[config.mk]
export PLATFORM = sky130hd
export DESIGN_NAME = nios2_oci_dct_monitor
export DESIGN_NICKNAME = d
export VERILOG_FILES = /design/src/rtl/nios2_oci_dct_monitor_pkg.sv /design/src/rtl/nios2_oci_dct_fifo.sv /design/src/rtl/nios2_oci_dct_monitor.sv
export SDC_FILE = /design/constraint.sdc
export NUM_CORES = 1
export LEC_CHECK = 0
export ABC_CLOCK_PERIOD_IN_PS = 3900
export CAP_MARGIN = 20
export CORE_AREA = 2 2 135 137
export DETAILED_ROUTE_END_ITERATION = 8
export DIE_AREA = 0 0 137 139
export PLACE_DENSITY = 0.79
export SLEW_MARGIN = 0
export SYNTH_ARGS = -nofsm -noshare
export SYNTH_HDL_FRONTEND = slang
export SYNTH_SLANG_ARGS = --single-unit
[constraint.sdc]
create_clock -name clk -period 3.9 [get_ports clk]
set_input_delay 0.78 -clock clk [delete_from_list [all_inputs] [get_ports clk]]
set_output_delay 0.78 -clock clk [all_outputs]
set_load 0.03 [all_outputs]
[src/rtl/nios2_oci_dct_monitor_pkg.sv]
// +----------------------------------------------------------------------+
// | nios2_oci_tb_pkg : shared FSM state encoding and width helper        |
// | Revision: 1.0                                                        |
// +----------------------------------------------------------------------+
`default_nettype none

package nios2_oci_tb_pkg;

  typedef enum logic [1:0] {
    ST_RUN   = 2'd0,
    ST_DRAIN = 2'd1,
    ST_DONE  = 2'd2
  } state_e;

  function automatic int f_clog2(input int value);
    int r;
    r = 0;
    for (int i = 0; i < 31; i++) begin
      if ((1 << i) < value) r = i + 1;
    end
    return r;
  endfunction

endpackage

`default_nettype wire

[src/rtl/nios2_oci_dct_fifo.sv]
// +----------------------------------------------------------------------+
// | nios2_oci_dct_fifo : registered slot FIFO, no fall-through           |
// | Revision: 1.0                                                        |
// +----------------------------------------------------------------------+
`default_nettype none

module nios2_oci_dct_fifo
  import nios2_oci_tb_pkg::*;
#(
  parameter int W     = 10,
  parameter int DEPTH = 16,
  parameter int AW    = f_clog2(DEPTH)
) (
  input  logic          clk,
  input  logic          reset_n,
  input  logic          push_i,
  input  logic [W-1:0]  din_i,
  input  logic          pop_i,
  output logic [W-1:0]  dout_o,
  output logic          full_o,
  output logic          empty_o,
  output logic [AW:0]   level_o
);

  logic [W-1:0]  mem_q [DEPTH];
  logic [AW-1:0] wr_q;
  logic [AW-1:0] rd_q;
  logic [AW:0]   cnt_q;
  logic          push_ok;
  logic          pop_ok;

  assign full_o  = (cnt_q == (AW+1)'(DEPTH));
  assign empty_o = (cnt_q == '0);
  assign level_o = cnt_q;
  assign dout_o  = mem_q[rd_q];

  // Full is judged on the registered level, so a same-cycle pop never frees room.
  assign push_ok = push_i && !full_o;
  assign pop_ok  = pop_i && !empty_o;

  always_ff @(posedge clk) begin
    if (push_ok) mem_q[wr_q] <= din_i;
  end

  always_ff @(posedge clk or negedge reset_n) begin
    if (!reset_n) begin
      wr_q  <= '0;
      rd_q  <= '0;
      cnt_q <= '0;
    end else begin
      if (push_ok) wr_q <= wr_q + 1'b1;
      if (pop_ok)  rd_q <= rd_q + 1'b1;
      case ({push_ok, pop_ok})
        2'b10:   cnt_q <= cnt_q + 1'b1;
        2'b01:   cnt_q <= cnt_q - 1'b1;
        default: cnt_q <= cnt_q;
      endcase
    end
  end

endmodule

`default_nettype wire

[src/rtl/nios2_oci_dct_monitor.sv]
// +----------------------------------------------------------------------+
// | nios2_oci_dct_monitor : serialises DCT slot groups into a FIFO and   |
// | drains on test end. Optional NIOS2_OCI_DCT_CHECKSUM_EN adds an XOR   |
// | checksum output. Revision: 1.0                                       |
// +----------------------------------------------------------------------+
`default_nettype none

module nios2_oci_dct_monitor
  import nios2_oci_tb_pkg::*;
#(
  parameter int SLOT_W   = 10,
  parameter int SLOTS    = 3,
  parameter int CNT_IN_W = 4,
  parameter int DEPTH    = 16,
  parameter int TOTAL_W  = 32
) (
  input  logic                        clk,
  input  logic                        reset_n,
  input  logic                        dct_valid,
  output logic                        dct_ready,
  input  logic [SLOTS*SLOT_W-1:0]     dct_buffer,
  input  logic [CNT_IN_W-1:0]         dct_count,
  input  logic                        test_ending,
  output logic                        out_valid,
  input  logic                        out_ready,
  output logic [SLOT_W-1:0]           out_slot,
  output logic [f_clog2(DEPTH):0]     fifo_level,
  output logic [TOTAL_W-1:0]          slot_total,
  output logic                        count_err,
  output logic                        test_has_ended
`ifdef NIOS2_OCI_DCT_CHECKSUM_EN
  ,
  output logic [SLOT_W-1:0]           dct_checksum
`endif
);

  state_e                    state_q, state_d;
  logic [SLOTS*SLOT_W-1:0]   stage_q, stage_d;
  logic [CNT_IN_W-1:0]       rem_q, rem_d;
  logic [CNT_IN_W-1:0]       n_in;
  logic [TOTAL_W-1:0]        total_q;
  logic                      count_err_q;
  logic                      busy;
  logic                      accept;
  logic                      push;
  logic                      drained;
  logic                      fifo_full;
  logic                      fifo_empty;

  // Staging shifts right on every push, so the head slot is always bits [SLOT_W-1:0].
  assign busy     = (rem_q != '0);
  assign dct_ready = (state_q == ST_RUN) && !busy;
  assign accept   = dct_valid && dct_ready;
  assign push     = busy && !fifo_full;
  assign drained  = !busy && fifo_empty;
  assign n_in     = (dct_count > CNT_IN_W'(SLOTS)) ? CNT_IN_W'(SLOTS) : dct_count;
  assign out_valid = !fifo_empty;
  assign slot_total = total_q;
  assign count_err  = count_err_q;
  assign test_has_ended = (state_q == ST_DONE) || ((state_q == ST_DRAIN) && drained);

  always_comb begin
    stage_d = stage_q;
    rem_d   = rem_q;
    if (accept) begin
      stage_d = dct_buffer;
      rem_d   = n_in;
    end else if (push) begin
      stage_d = stage_q >> SLOT_W;
      rem_d   = rem_q - 1'b1;
    end
  end

  always_comb begin
    state_d = state_q;
    unique case (state_q)
      ST_RUN:   if (test_ending) state_d = ST_DRAIN;
      ST_DRAIN: if (drained)     state_d = ST_DONE;
      ST_DONE:  state_d = ST_DONE;
      default:  state_d = ST_RUN;
    endcase
  end

  always_ff @(posedge clk or negedge reset_n) begin
    if (!reset_n) begin
      state_q     <= ST_RUN;
      stage_q     <= '0;
      rem_q       <= '0;
      total_q     <= '0;
      count_err_q <= 1'b0;
    end else begin
      state_q <= state_d;
      stage_q <= stage_d;
      rem_q   <= rem_d;
      if (push) total_q <= total_q + 1'b1;
      if (accept && (dct_count > CNT_IN_W'(SLOTS))) count_err_q <= 1'b1;
    end
  end

`ifdef NIOS2_OCI_DCT_CHECKSUM_EN
  logic [SLOT_W-1:0] csum_q;

  always_ff @(posedge clk or negedge reset_n) begin
    if (!reset_n) begin
      csum_q <= '0;
    end else if (push && (state_q != ST_DONE)) begin
      csum_q <= csum_q ^ stage_q[SLOT_W-1:0];
    end
  end

  assign dct_checksum = csum_q;
`endif

  nios2_oci_dct_fifo #(
    .W     (SLOT_W),
    .DEPTH (DEPTH)
  ) u_fifo (
    .clk     (clk),
    .reset_n (reset_n),
    .push_i  (push),
    .din_i   (stage_q[SLOT_W-1:0]),
    .pop_i   (out_ready),
    .dout_o  (out_slot),
    .full_o  (fifo_full),
    .empty_o (fifo_empty),
    .level_o (fifo_level)
  );

endmodule

`default_nettype wire
==> reports/metrics.cfg, run 1 <==
[run_status]
status = finished clean

[logic_synthesis]
synth_cells = 617
synthDominantCellAreaShare = 0.4845
ys_warn_count = 0
synth_cell_types = 45
synth_flop_cell = edfxtp_1
syn-cell-area_um2 = 9916
synth_top_area_cell = edfxtp_1
synth_nets = 670
ys_ff_latch = 242
async_flop_share = 0.3388
syn_area_per_cell_um2 = 16.07
synth_most_common_cell = edfxtp_1
synthTopCellsByCount = edfxtp_1 (160), dfrtp_1 (82), nand2_1 (41), mux4_2 (40)
synth_edf_count = 160
synthTopCellsByArea = edfxtp_1 (48%), dfrtp_1 (21%), mux4_2 (9.1%), xnor2_1 (2.9%), a22oi_1 (2.5%)
yosysSeqAreaShare = 0.6915

[placement]
gp_routability_congestion = 0.7711
pre_cts_slack_ps = 791.5
hpwl_mm = 13.46
port_buffers = 89

[setup_path]
cp-start-kind = flop
critPathKind = reg2out
rr_worst_depth = 6
r2r-end = u_fifo.mem_q[7][8]
r2r-start = rem_q[0]
end_kind = output port
r2r_setup_slack_ps = 780
critPathMaxFanout = 21
worstPathRequired_ps = 3120
critPathArrivalTime_ps = 2830

[clocking]
clock_latency_ps = 500
post_cts_resized = 0
cts.sinks = 242
clockBufferDepth = 3
cts_inserted_buffers = 24
ctsHtreeMaxLevel = 1
cts.reportedPaths.clkPinSlew_ps = 70
cts_tree = built
cts_setup_buffers = 0
cts_root_buf = clkbuf_16
hold_buffers = 0

[detailed_routing]
finalWirelength_mm = 21.07
drtPass1Iterations = 4
drc = 0
via_per_inst = 5.935
drtIter0Drc = 517
postRouteAntennaNets = 0
wl_per_cell_um = 21.74
vias = 5751

[layout]
n_fill_cell = 1130
diodes = 0
area_growth_pct = 21.55
regArea_um2 = 6858
multi_input_comb_area_um2 = 2860
nets = 775
layout-drive-gt1-share = 0.1649
final_core_util = 0.6826

[timing]
min_period_over_period = 0.9250
tightest_slew_ps = 1068
finalCriticalPeriod_ps = 3608
rsz0062_at_grt = false
finalWorstSetupSlack_ps = 292.4
skew_ps = 4.321
finalHoldViolCount = 0
relSlewSlack = 0.2856
fmax_mhz = 277.2
setup_violations = 0
setup_tns_ps = 0
report.final.slew_viol_count = 0

[global_route]
grt_pass1_wl_mm = 33.11
grt.overflow.total = 0
grt_pass1_vias = 5876
grt_use_total = 0.2283
grt_max_degree = 83
antenna_found_initial = 0

[power]
peakVddDrop_uv = 605.1
cellLeakagePower_nw = 4.540
p_per_area_nw_per_um2 = 786.5

[floorplan]
initial_utilization = 0.5616
die_w_um = 137
ios = 90
dieArea_um2 = 19040
placeableCoreArea_um2 = 17660
die_h_um = 139
rows = 49

[min_path]
min_path_type = in2async

[flow_run]
maxCapViolations = 0

## logic make-up (layout without fill, tap and decap cells)
kind of cell | Yosys count | count (layout) | share of synthesized area
AO/OA/AOI/OAI | 68 | 68 | 0.05174
XOR/XNOR | 46 | 46 | 0.04063
adder cells (fa/ha/maj) | 14 | 14 | 0.01767
buffers and inverters | 45 | 168 | 0.02006
flip-flops | 242 | 242 | 0.6915
multiplexers | 45 | 45 | 0.09653
AND/OR/NAND/NOR | 157 | 157 | 0.08189
## state kept, by name (all words and copies together), names as in the netlist
name / count
slot_total: 32
u_fifo.level_o: 5
rem_q: 4
state_q: 2
u_fifo.rd_q: 4
u_fifo.wr_q: 4
stage_q: 30
count_err: 1
u_fifo.mem_q: 160
## layout make-up
type                    instances  area share
clock buffers                  28     0.05367
clock inverters                16     0.02149
inverters                      11    0.003426
multi-input cells             330      0.2373
flip-flops and latches        242      0.5690
well taps                     229     0.02377
repair buffers                113     0.09135
## metrics by stage
step / hold slack [ps] / power [mW] / cells / instance area, um2
4_1_cts: 482.4 / 9.546 / 968 / 12030
5_1_grt: 89.92 / 9.942 / 969 / 12050
3_5_place_dp: 468.7 / 6.926 / 924 / 11120
3_3_place_gp: 462.6 / 6.794 / 924 / 11120
2_1_floorplan: 466.5 / 5.819 / 617 / 9916
6_report: 100.2 / 9.480 / 969 / 12050
## critical path, stage by stage, from the launching register on
cell	delay, ps
dfrtp_2	530
buf_12	250
mux4_2	570
a22oi_1	280
nand2_1	80
clkdlybuf4s50_1	600
## where the power goes
part	leakage, nW	total [mW]	internal, mW	switching (mW)
Clock	0.444	2.59	1.65	0.940
Combinational	1.53	3.05	1.35	1.70
Sequential	2.57	3.84	3.38	0.457
Total	4.54	9.48	6.38	3.10
## cells in the final DEF, fill, tap and decap left out, types with 13 or more instances in the layout
master	count
nand4_1	15
buf_4	23
nor2_1	25
edfxtp_1	160
a22oi_1	33
ha_1	14
clkdlybuf4s50_1	88
nor3_1	15
dfrtp_1	81
nand2_1	41
clkbuf_16	25
xnor2_1	33
mux4_2	40
nand3_1	30
xor2_1	13
## worst max path at each step
| stage | startpoint | slack, ps | to | cells after the start |
|---|---|---|---|---|
| floorplan | u_fifo.level_o[1] | 980 | u_fifo.level_o[4] | 14 |
| global placement | u_fifo.rd_q[0] | 890 | out_slot[2] | 5 |
| detailed placement | rem_q[0] | 790 | u_fifo.mem_q[7][6] | 6 |
| CTS | u_fifo.rd_q[0] | 250 | out_slot[0] | 5 |
| global route | u_fifo.rd_q[0] | 120 | out_slot[0] | 5 |
| finish | u_fifo.rd_q[0] | 290 | out_slot[0] | 5 |
## layer usage
metal  share of wire  vias to the layer above  track usage
li1                -                     2577            -
met1            0.41                     2936       0.3138
met2            0.52                      211       0.3839
met3           0.055                       27      0.03363
met4           0.020                        0      0.06131
met5               0                        -            0
(Power assumes the default switching activity.)
==> inputs of run 2 (changes only) <==
--- a/config.mk
+++ b/config.mk
@@ -6,11 +6,10 @@
 export NUM_CORES = 1
 export LEC_CHECK = 0
 export ABC_CLOCK_PERIOD_IN_PS = 3900
-export CAP_MARGIN = 20
-export CORE_AREA = 2 2 135 137
+export CORE_AREA = 3 3 136 138
 export DETAILED_ROUTE_END_ITERATION = 8
-export DIE_AREA = 0 0 137 139
-export PLACE_DENSITY = 0.79
+export DIE_AREA = 0 0 139 141
+export PLACE_DENSITY_LB_ADDON = 0.08
 export SLEW_MARGIN = 0
 export SYNTH_ARGS = -nofsm -noshare
 export SYNTH_HDL_FRONTEND = slang
==> run 2 against run 1 <==
Against the previous run: fmax decreased by 1.9%; flip-flop and latch count unchanged; global-route usage decreased by 0.65 points; critical path depth unchanged; clock power decreased by 17%; final cell count increased by 0.10%; total power decreased by 4.0%; register-to-register slack improved by 160 ps; core utilization increased by 0.64 points; critical endpoint is now out_slot[4]; largest cell class unchanged.
==> reports/metrics.cfg, run 2 (synthesis gave the netlist of run 1 again) <==
[power]
seq_power_share = 0.424  ; +0.019
p_clk_frac = 0.238  ; -0.035
cellLeakagePower_nw = 4.477  ; -1.4%
peakVddDrop_uv = 580.7  ; -4.0%
combPwrFrac = 0.338  ; +0.017
p_int_mw = 6.027  ; -5.6%
p_per_area_nw_per_um2 = 763.8  ; -2.9%
p_switching_mw = 3.075  ; -0.68%
swShare = 0.3378  ; +0.01122
finalPower_mw = 9.102  ; -4.0%

[timing]
skew_ps = 11.40  ; +7.081 ps
fmax_mhz = 271.9  ; -1.9%
tightest_slew_ps = 1020  ; -47.34 ps
relSlewSlack = 0.3198  ; +0.03419
min_period_over_period = 0.9432  ; +0.01817
worst_hold_slack_ps = 435.5  ; +335.3 ps
finalHoldViolCount = 0  ; unchanged
report.final.slew_viol_count = 0  ; unchanged
finalWorstSetupSlack_ps = 221.6  ; -70.85 ps
setup_tns_ps = 0  ; unchanged
finalCriticalPeriod_ps = 3678  ; +70.85 ps
rsz0062_at_grt = false
setup_violations = 0  ; unchanged

[floorplan]
initial_utilization = 0.5733  ; +0.01170
rows = 48  ; -2.0%
ios = 90  ; unchanged
die_w_um = 139  ; +1.5%
dieArea_um2 = 19600  ; +2.9%
placeableCoreArea_um2 = 17300  ; -2.0%
die_h_um = 141  ; +1.4%

[placement]
port_buffers = 89  ; unchanged
hpwl_mm = 13.44  ; -0.13%
pre_cts_slack_ps = 565.2  ; -226.2 ps
gp_routability_congestion = 0.7969  ; +3.3%

[setup_path]
cp-start-kind = flop
worstPathRequired_ps = 3120  ; about the same
critPathKind = reg2out
critPathMaxFanout = 19  ; -9.5%
end_kind = output port
critPathArrivalTime_ps = 2900  ; +70 ps

[detailed_routing]
vias = 5750  ; -0.017%
drtPass1Iterations = 4  ; unchanged
drtIter0Drc = 449  ; -13%
wl_per_cell_um = 22.14  ; +1.9%
via_per_inst = 5.928  ; -0.12%
finalWirelength_mm = 21.48  ; +2.0%
drc = 0  ; unchanged
postRouteAntennaNets = 0  ; unchanged

[clocking]
cts_root_buf = clkbuf_16
cts_tree = built
cts_inserted_buffers = 24  ; unchanged
ctsHtreeMaxLevel = 1  ; unchanged
clockBufferDepth = 3  ; unchanged
cts.sinks = 242  ; unchanged
clock_latency_ps = 510  ; about the same
cts.reportedPaths.clkPinSlew_ps = 60  ; about the same

[global_route]
grt_max_degree = 83  ; unchanged
grt.overflow.total = 0  ; unchanged
grt_use_total = 0.2217  ; -0.006520
grt_pass1_vias = 6013  ; +2.3%
grt_pass1_wl_mm = 33.84  ; +2.2%
antenna_found_initial = 0  ; unchanged

[layout]
diodes = 0  ; unchanged
nets = 781  ; +0.77%
n_fill_cell = 1158  ; +2.5%
area_growth_pct = 20.19
largest_reg_flops = 160  ; unchanged
largest_register = u_fifo.mem_q
final_common_cell = edfxtp_1
final_cell_mix = edfxtp_1 (160), clkdlybuf4s50_1 (88), dfrtp_1 (81)
layout-drive-gt1-share = 0.1584  ; -0.006476

[run_status]
status = finished clean

[min_path]
min_path_type = in2async

[flow_run]
maxCapViolations = 0  ; unchanged

## run 2: cell types whose count changed in the layout (fill, tap and decap cells not counted), moves of 2 or more
cell	change
bufinv_16	-6
buf_4	+6
clkbuf_1	+7
clkinv_1	+2
clkinv_2	-4
## run 2: cell type report
| type | instances | area [um2] | area share |
|---|---|---|---|
| inverter | 11 | 41.29 | 0.003465 |
| clock buffer | 35 | 673.1 | 0.05648 |
| clock inverter | 8 | 62.56 | 0.005249 |
| tap | 225 | 281.5 | 0.02362 |
| multi-input combinational | 330 | 2860 | 0.2400 |
| sequential | 242 | 6860 | 0.5756 |
| timing repair buffer | 119 | 1139 | 0.09554 |
## run 2: final timing paths
path / start / end / slack [ps] / cells after the start
worst max-delay path: u_fifo.rd_q[0] / out_slot[4] / 220 / 5
worst min-delay path: reset_n / state_q[1] / 440 / 1
worst max register to register: rem_q[0] / u_fifo.level_o[4] / 940 / 12
worst min register to register: count_err / count_err / 480 / 1
max in group asynchronous: reset_n / u_fifo.rd_q[0] / 2700 / 1
min in group clk: count_err / count_err / 480 / 1
## run 2: metrics by stage
step	util	cells	instance area, um2
2_1_floorplan	-	617	9916
3_3_place_gp	0.6463	927	11180
3_5_place_dp	0.6463	927	11180
4_1_cts	0.6889	970	11920
5_1_grt	0.6890	970	11920
6_report	0.6890	970	11920
## run 2: worst max-delay path, cell delays in order, from the launching register on
cell and delay, ps:
dfrtp_4 690, buf_12 220, mux4_2 510, a22oi_1 260
nand2_1 90, clkdlybuf4s50_1 600
## run 2: what timing repair did
item                       4_1_cts  5_1_grt
setup endpoints to repair        0        7
resized for setup                0        1
buffers inserted                 0        0
hold buffers                     0        0
## run 2: layer usage
layer  part of all wire  vias up  global-route usage
li1                   -     2589                   -
met5                  0        -                   0
met3              0.062       31             0.03392
met1               0.42     2934              0.3087
met2               0.50      196              0.3792
met4              0.016        0             0.04686
## run 2: power groups by stage
stage | combinational [mW] | clock (mW) | sequential [mW]
final | 3.08 | 2.16 | 3.86
after global routing | 3.33 | 2.31 | 3.93
after CTS | 3.12 | 2.20 | 3.86
after detailed placement | 3.10 | 0 | 3.90
after floorplan | 2.02 | 0 | 3.80
after global placement | 3.02 | 0 | 3.86
